**src/rtl/serial_adder_if.sv**
```systemverilog
// Operand/result bundle for the bit-serial adder.
// The master drives the request and operands; the slave returns status and the result.
interface serial_adder_if #(
    parameter int WIDTH = 8
);
    logic             start;
    logic [WIDTH-1:0] a;
    logic [WIDTH-1:0] b;
    logic             cin;
    logic             busy;
    logic             done;
    logic [WIDTH-1:0] sum;
    logic             cout;

    modport master (
        output start, a, b, cin,
        input  busy, done, sum, cout
    );

    modport slave (
        input  start, a, b, cin,
        output busy, done, sum, cout
    );
endinterface

```
**src/rtl/serial_adder.sv**
```systemverilog
// Bit-serial WIDTH-bit adder: one full-adder slice plus a carry flop, LSB first.
// The result takes WIDTH shift cycles; sum/cout change only when an addition completes.
module serial_adder #(
    parameter int WIDTH = 8
) (
    input  logic           clk,
    input  logic           rst,
    serial_adder_if.slave  bus
);
    localparam int CNT_W = $clog2(WIDTH);
    localparam logic [CNT_W-1:0] CNT_LAST = CNT_W'(WIDTH - 1);

    typedef enum logic [1:0] {IDLE, SHIFT, DONE} state_t;

    state_t           state_q, state_d;
    logic [WIDTH-1:0] a_sh_q, a_sh_d;
    logic [WIDTH-1:0] b_sh_q, b_sh_d;
    logic [WIDTH-1:0] acc_q, acc_d;
    logic [WIDTH-1:0] sum_q, sum_d;
    logic [CNT_W-1:0] cnt_q, cnt_d;
    logic             carry_q, carry_d;
    logic             cout_q, cout_d;
    logic [1:0]       fa_out;
    logic             last_bit;

    // One-bit full-adder slice: {carry, sum}
    function automatic logic [1:0] full_add(input logic x, input logic y, input logic ci);
        return {(x & y) | (x & ci) | (y & ci), x ^ y ^ ci};
    endfunction

    assign fa_out   = full_add(a_sh_q[0], b_sh_q[0], carry_q);
    assign last_bit = (state_q == SHIFT) && (cnt_q == CNT_LAST);

    always_ff @(posedge clk) begin
        if (rst) begin
            state_q <= IDLE;
        end else begin
            state_q <= state_d;
        end
    end

    always_comb begin
        state_d = state_q;
        unique case (state_q)
            IDLE:    if (bus.start) state_d = SHIFT;
            SHIFT:   if (last_bit)  state_d = DONE;
            DONE:    state_d = IDLE;
            default: state_d = IDLE;
        endcase
    end

    always_comb begin
        bus.busy = (state_q == SHIFT);
        bus.done = (state_q == DONE);
        bus.sum  = sum_q;
        bus.cout = cout_q;
    end

    always_comb begin
        a_sh_d  = a_sh_q;
        b_sh_d  = b_sh_q;
        acc_d   = acc_q;
        carry_d = carry_q;
        cnt_d   = cnt_q;
        sum_d   = sum_q;
        cout_d  = cout_q;
        if (state_q == IDLE && bus.start) begin
            a_sh_d  = bus.a;
            b_sh_d  = bus.b;
            carry_d = bus.cin;
            cnt_d   = '0;
        end else if (state_q == SHIFT) begin
            // Sum bits enter at the MSB so the LSB-first stream lands in order after WIDTH shifts
            acc_d   = {fa_out[0], acc_q[WIDTH-1:1]};
            a_sh_d  = a_sh_q >> 1;
            b_sh_d  = b_sh_q >> 1;
            carry_d = fa_out[1];
            cnt_d   = cnt_q + 1'b1;
            if (last_bit) begin
                sum_d  = {fa_out[0], acc_q[WIDTH-1:1]};
                cout_d = fa_out[1];
                cnt_d  = '0;
            end
        end
    end

    always_ff @(posedge clk) begin
        if (rst) begin
            a_sh_q  <= '0;
            b_sh_q  <= '0;
            acc_q   <= '0;
            carry_q <= 1'b0;
            cnt_q   <= '0;
            sum_q   <= '0;
            cout_q  <= 1'b0;
        end else begin
            a_sh_q  <= a_sh_d;
            b_sh_q  <= b_sh_d;
            acc_q   <= acc_d;
            carry_q <= carry_d;
            cnt_q   <= cnt_d;
            sum_q   <= sum_d;
            cout_q  <= cout_d;
        end
    end
endmodule

```
**src/flat_wrapper.sv**
```systemverilog
// flat-port wrapper written by rule: the top's interface ports become plain ports
module serial_adder_flat 
#(
    parameter int WIDTH = 8
)
  (clk, rst, bus_start, bus_a, bus_b, bus_cin, bus_busy, bus_done, bus_sum, bus_cout);
  serial_adder_if #(.WIDTH(WIDTH)) bus_i ();
  input  logic clk;
  input  logic rst;
  input wire logic [$bits(bus_i.start)-1:0] bus_start;
  input wire logic [$bits(bus_i.a)-1:0] bus_a;
  input wire logic [$bits(bus_i.b)-1:0] bus_b;
  input wire logic [$bits(bus_i.cin)-1:0] bus_cin;
  output wire logic [$bits(bus_i.busy)-1:0] bus_busy;
  output wire logic [$bits(bus_i.done)-1:0] bus_done;
  output wire logic [$bits(bus_i.sum)-1:0] bus_sum;
  output wire logic [$bits(bus_i.cout)-1:0] bus_cout;
  assign bus_i.start = bus_start;
  assign bus_i.a = bus_a;
  assign bus_i.b = bus_b;
  assign bus_i.cin = bus_cin;
  assign bus_busy = bus_i.busy;
  assign bus_done = bus_i.done;
  assign bus_sum = bus_i.sum;
  assign bus_cout = bus_i.cout;
  serial_adder #(.WIDTH(WIDTH)) u_core (.clk(clk), .rst(rst), .bus(bus_i));
endmodule
```
**config.mk**
```make
export PLATFORM = sky130hd
export DESIGN_NAME = serial_adder_flat
export DESIGN_NICKNAME = d
export VERILOG_FILES = /design/src/rtl/serial_adder_if.sv /design/src/rtl/serial_adder.sv /design/src/flat_wrapper.sv
export SDC_FILE = /design/constraint.sdc
export NUM_CORES = 1
export LEC_CHECK = 0
export CORE_MARGIN = 4
export CORE_UTILIZATION = 50
export DETAILED_ROUTE_END_ITERATION = 6
export GPL_ROUTABILITY_DRIVEN = 0
export PLACE_DENSITY = 0.76
export SLEW_MARGIN = 25
export SYNTH_ARGS = -nofsm -noshare
export SYNTH_HDL_FRONTEND = slang
export SYNTH_SLANG_ARGS = --single-unit
```
**constraint.sdc**
```tcl
create_clock -name clk -period 1.8 [get_ports clk]
set_clock_uncertainty 0.1 [all_clocks]
set_input_delay 0.18 -clock clk [delete_from_list [all_inputs] [get_ports clk]]
set_output_delay 0.18 -clock clk [all_outputs]
set_load 0.02 [all_outputs]
```
After elaboration in Yosys (flattened, before gate mapping)
Cells that the tools add are included.
- bits of input ports: 20
- logic and storage cells: 40
- bits in registers: 39
- output and inout port bits: 11
- mux-type cells: 10
- bitwise gates (word level): 8
- eq/ne operators: 5
- reductions and logical operators: 8
- add/sub/neg operators: 1
- operators with widths (operator ; number):
    8-bit 2-to-1 mux ; 4
    2-bit 2-to-1 mux ; 2
    2-bit case mux with 2 select lines ; 1
    2-bit AND reduction ; 2
    3-bit by 1-bit adder with 3-bit output (second input constant) ; 1
    1-bit bitwise AND ; 3
    3-bit == test (second input constant) ; 1
    3-bit 2-to-1 mux ; 1
    3-bit AND reduction ; 1
    2-bit by 1-bit == test with 1-bit output (second input constant) ; 1
    2-bit == test (second input constant) ; 1
    1-bit logical AND ; 2
    2-bit logical NOT ; 1
    1-bit 2-to-1 mux ; 2
    2-bit by 1-bit inequality test with 1-bit output (second input constant) ; 1
    2-bit inequality test (second input constant) ; 1
    1-bit bitwise OR ; 2
    2-bit nonzero test ; 1
    2-bit OR reduction ; 1
    1-bit bitwise XOR ; 2
    1-bit NOT ; 1

Logic depth before layout (Yosys ltp)
- depth in word-level cells: 5
- mapped depth: 6
- depth with buffers taken out: 5

Worst setup path after synthesis
No wires, ideal clock.
- path kind: reg-to-reg
- from: register u_core.cnt_q[0]
- to: register u_core.cout_q (netlist: u_core.bus.cout)
- path buffers: 1
- required time: 1.572 ns
- slack: 0.216 ns
- arrival: 1.356 ns
- period minus slack after synthesis: 1.584 ns
- cell stages (with the launch flop): 7
- library setup time: 0.128 ns
- cells stage by stage: dfxtp_1 -> ha_1 -> ha_1 -> buf_1 -> nand3b_2 -> mux2i_1 -> nor2_1
- cells in the longest elaborated chain, start to end: 3
- ends and longest elaborated chain (item ; line ; RTL):
    start: declaration ; serial_adder.sv:20 ; logic [CNT_W-1:0] cnt_q, cnt_d;
    start signal: assignment ; serial_adder.sv:101 ; cnt_q <= cnt_d;
    3-bit == test ; serial_adder.sv:32 ; assign last_bit = (state_q == SHIFT) && (cnt_q == CNT_LAST);
    1-bit logical AND ; serial_adder.sv:32 ;
    3-bit AND reduction (no source line) ; - ;
    end signal: assignment ; serial_adder.sv:103 ; cout_q <= cout_d;
    end: declaration ; serial_adder.sv:22 ; logic cout_q, cout_d;
Every way passes these cells.
A chain may end at the register's enable or synchronous reset.

Worst setup path in the final report
- from: register u_core.state_q[1]
- to: output port bus_busy
- cells in the longest elaborated chain, start to end: 1
- ends and longest elaborated chain (item ; line ; RTL):
    start: declaration ; serial_adder.sv:15 ; state_t state_q, state_d;
    start signal: assignment ; serial_adder.sv:38 ; state_q <= state_d;
    2-bit by 1-bit == test with 1-bit output ; serial_adder.sv:53 ; bus.busy = (state_q == SHIFT);
    end: declaration ; flat_wrapper.sv:14 ; output wire logic [$bits(bus_i.busy)-1:0] bus_busy;
Every way passes these cells.

==> reports/qor.json <==
{
  "outcome": {"value": "finished, final reports clean"},
  "tritoncts_num_sinks": {"value": 38},
  "numCtsBuffers": {"value": 5},
  "place_hpwl": {"value": 2360, "unit": "microns"},
  "timing.critical_path.from_type": {"value": "flip-flop"},
  "cap_viol_max_count": {"value": 0},
  "fin_tns_setup": {"value": 0, "unit": "ns"},
  "postLayoutCellArea": {"value": 2046, "unit": "sq um"},
  "yosys.cell_types.count": {"value": 29},
  "gr-usage-all-layers": {"value": 0.1758},
  "timing.critical_path.required": {"value": 1.52, "unit": "ns"},
  "p_int": {"value": 1.285, "unit": "mW"},
  "postPlaceCellArea": {"value": 1966, "unit": "sq um"},
  "htreeDepth": {"value": 2},
  "synth-edff-count": {"value": 0},
  "grt.overflow.total": {"value": 0},
  "postSynth.asyncResetShare": {"value": 0},
  "die_w": {"value": 64.84, "unit": "microns"},
  "finalWirelength": {"value": 3400, "unit": "microns"},
  "routed_via_density": {"value": 5.332},
  "synth_seq_cells": {"value": 38},
  "power_frac_seq": {"value": 0.532},
  "tightest_slew": {"value": 0.2574, "unit": "ns"},
  "worst_r2r_path_depth": {"value": 4},
  "hp-class": {"value": "in -> reg"},
  "finalNetCount": {"value": 246},
  "ir_drop": {"value": 524.7, "unit": "uV"},
  "worst_setup_hold_path_clk_slew": {"value": 0.11, "unit": "ns"},
  "portBuffers": {"value": 30},
  "setup-violations-final": {"value": 0},
  "synth.top_cell.area_share": {"value": 0.4710},
  "area_of_the_die": {"value": 4204, "unit": "sq um"},
  "antenna_nets_post_route": {"value": 0},
  "timing.setup.critical_path_class": {"value": "reg -> out"},
  "coreArea": {"value": 3078, "unit": "sq um"},
  "dr.first_iter.drc_count": {"value": 78},
  "wire_length_of_the_first_global_routing_pass": {"value": 5878, "unit": "microns"},
  "first_pass_iteration_count_of_the_detailed_router": {"value": 4},
  "swShare": {"value": 0.2483},
  "first_global_vias": {"value": 1326},
  "initial_cell_density_of_the_core": {"value": 0.5248},
  "multi_input_comb_area": {"value": 764.5, "unit": "sq um"},
  "syn-mean-instance-area": {"value": 8.413, "unit": "sq um"},
  "power.share.clock": {"value": 0.332},
  "fmax": {"value": 611.3, "unit": "MHz"},
  "yosys-top-cells-area": {"value": "sky130_fd_sc_hd__dfxtp_1 47%, sky130_fd_sc_hd__a21oi_1 10%, sky130_fd_sc_hd__nand2_1 8.6%"},
  "endpoint_kind": {"value": "output port"},
  "synth_nets": {"value": 215},
  "tritoncts": {"value": "built"},
  "slew_violations": {"value": 0},
  "netlist_area_pre_place": {"value": 1615, "unit": "sq um"},
  "area.sequential": {"value": 765.7, "unit": "sq um"},
  "yosys.area.top_type": {"value": "sky130_fd_sc_hd__dfxtp_1"},
  "post_route_cells_drive_above_1_share": {"value": 0.1295},
  "combPwrFrac": {"value": 0.136},
  "vias": {"value": 1429},
  "end_of_the_critical_path": {"value": "bus_busy"},
  "n_antenna_cell": {"value": 0},
  "final.setup.worst_slack": {"value": 0.1640, "unit": "ns"},
  "routed_wire_length_per_instance": {"value": 12.69, "unit": "microns"},
  "rsz_0062_raised_after_global_routing": {"value": "false"},
  "reg2reg_from": {"value": "u_core.cnt_q[0]$_SDFFE_PP0P_"},
  "clock-root-buffer": {"value": "sky130_fd_sc_hd__clkbuf_4"},
  "cp.arrival": {"value": 1.36, "unit": "ns"},
  "total_leakage_power": {"value": 0.7498, "unit": "nW"},
  "power_density": {"value": 835.3, "unit": "nW/um^2"},
  "finalHoldViolCount": {"value": 0},
  "power.net_switching": {"value": 0.4242, "unit": "mW"},
  "io_pins": {"value": 31},
  "timing.critical_path.fanout_max": {"value": 10},
  "ff2ff_setup_slack": {"value": 0.25, "unit": "ns"},
  "placementRows": {"value": 20},
  "prevailing_post_synth_register_cell": {"value": "sky130_fd_sc_hd__dfxtp_1"},
  "synth_sequential_area_ratio": {"value": 0.4710},
  "grt_max_degree": {"value": 39},
  "final_util": {"value": 0.6646},
  "area_growth_syn_to_layout": {"value": 26.65, "unit": "%"},
  "clk_path_buf_depth": {"value": 2},
  "post-cts-setup-buffers": {"value": 0},
  "relative_slew_slack": {"value": 0.8261},
  "layout_min_cycle_time": {"value": 1.636, "unit": "ns"},
  "worst_skew_pair.late_latency": {"value": 0.34, "unit": "ns"},
  "final.period_utilization": {"value": 0.9089},
  "antenna_found_initial": {"value": 0},
  "floorplan.die.height": {"value": 64.84, "unit": "microns"},
  "most_frequent_cell_after_synthesis": {"value": "sky130_fd_sc_hd__dfxtp_1"},
  "num-fill-cells": {"value": 256},
  "reg2reg_to": {"value": "u_core.cnt_q[0]$_SDFFE_PP0P_"},
  "yosys_warnings": {"value": 0},
  "drt_drc_violations_left": {"value": 0},
  "critPathLaunch": {"value": "u_core.state_q[1]$_SDFFE_PP0P_"},
  "detailedPlace.worstSlack": {"value": 0.07742, "unit": "ns"},
  "postSynthCellCount": {"value": 192},
  "synth_commonest_cells": {"value": "38 x sky130_fd_sc_hd__dfxtp_1, 37 x sky130_fd_sc_hd__nand2_1, 33 x sky130_fd_sc_hd__a21oi_1"}
}
flip-flops by register name, indices dropped and copies added, names as in the netlist:
register	count
u_core.a_sh_q	8
u_core.b_sh_q	8
u_core.bus.sum	8
u_core.acc_q	7
u_core.cnt_q	3
u_core.state_q	2
u_core.bus.cout	1
u_core.carry_q	1
timing repair:
action                     CTS  global route
setup endpoints to repair    2             0
hold endpoints to repair     0             0
gates resized for setup      5             0
hold buffers                 0             0
cell usage in the layout, fill, tap and decap left out, drive strengths merged, types with 3 or more instances in the layout:
master,count
dfxtp,38
clkbuf,5
buf,9
nand2b,5
nand3,10
clkdlybuf4s50,28
nand2,37
or3b,5
nor2,18
nor3,6
a211oi,11
clkinv,3
a21oi,33
critical path, cell delays in order (launching register included):
cell and delay (ns):
sky130_fd_sc_hd__dfxtp_2 0.43, sky130_fd_sc_hd__nand2b_1 0.19, sky130_fd_sc_hd__clkinv_2 0.08, sky130_fd_sc_hd__dlygate4sd2_1 0.32
worst min path at each step:
stage,startpoint,end,cells past startpoint
after global placement,u_core.b_sh_q[3]$_SDFFE_PP0P_,u_core.b_sh_q[2]$_SDFFE_PP0P_,2
final,bus_b[7],u_core.b_sh_q[7]$_SDFFE_PP0P_,3
after floorplan,bus_a[7],u_core.a_sh_q[7]$_SDFFE_PP0P_,2
after global routing,bus_b[7],u_core.b_sh_q[7]$_SDFFE_PP0P_,3
after CTS,bus_b[7],u_core.b_sh_q[7]$_SDFFE_PP0P_,3
after detailed placement,u_core.bus.sum[4]$_SDFFE_PP0P_,u_core.bus.sum[4]$_SDFFE_PP0P_,2
layout make-up:
type	count	area share
Sequential cell	38	0.3743
Tap cell	44	0.02691
Clock buffer	5	0.01835
Clock inverter	3	0.01957
Timing Repair Buffer	39	0.1847
Inverter	1	0.002446
Multi-Input combinational cell	138	0.3737
power by group through the flow:
stage	sequential [mW]	clock (mW)	combinational, mW
floorplan	0.920	0	0.154
global placement	0.926	0	0.227
detailed placement	0.928	0	0.233
CTS	0.909	0.584	0.233
global route	0.915	0.624	0.259
finish	0.910	0.567	0.232
layer usage:
metal / up-vias / part of all wire / global-route usage
met3: 2 / 0.056 / 0.06066
met1: 661 / 0.45 / 0.2258
met5: - / 0 / 0
met2: 44 / 0.48 / 0.2835
met4: 0 / 0.0062 / 0.03958
li1: 722 / - / -
cells by family after synthesis:
logic type,after synthesis,synth area share
flip-flops,38,0.4710
AO/OA/AOI/OAI,47,0.1766
multiplexers,1,0.006197
adder cells (fa/ha/maj),3,0.02788
buffers and inverters,16,0.05576
AND/OR/NAND/NOR,87,0.2626
stage by stage:
| step | total power, mW | instances | hold slack, ns |
|---|---|---|---|
| floorplan | 1.074 | 192 | 0.2160 |
| global placement | 1.153 | 260 | 0.3432 |
| detailed placement | 1.161 | 260 | 0.3487 |
| CTS | 1.726 | 268 | 0.2742 |
| global route | 1.797 | 268 | 0.2741 |
| finish | 1.709 | 268 | 0.2763 |
No activity file was read; power rests on OpenSTA's default activity.
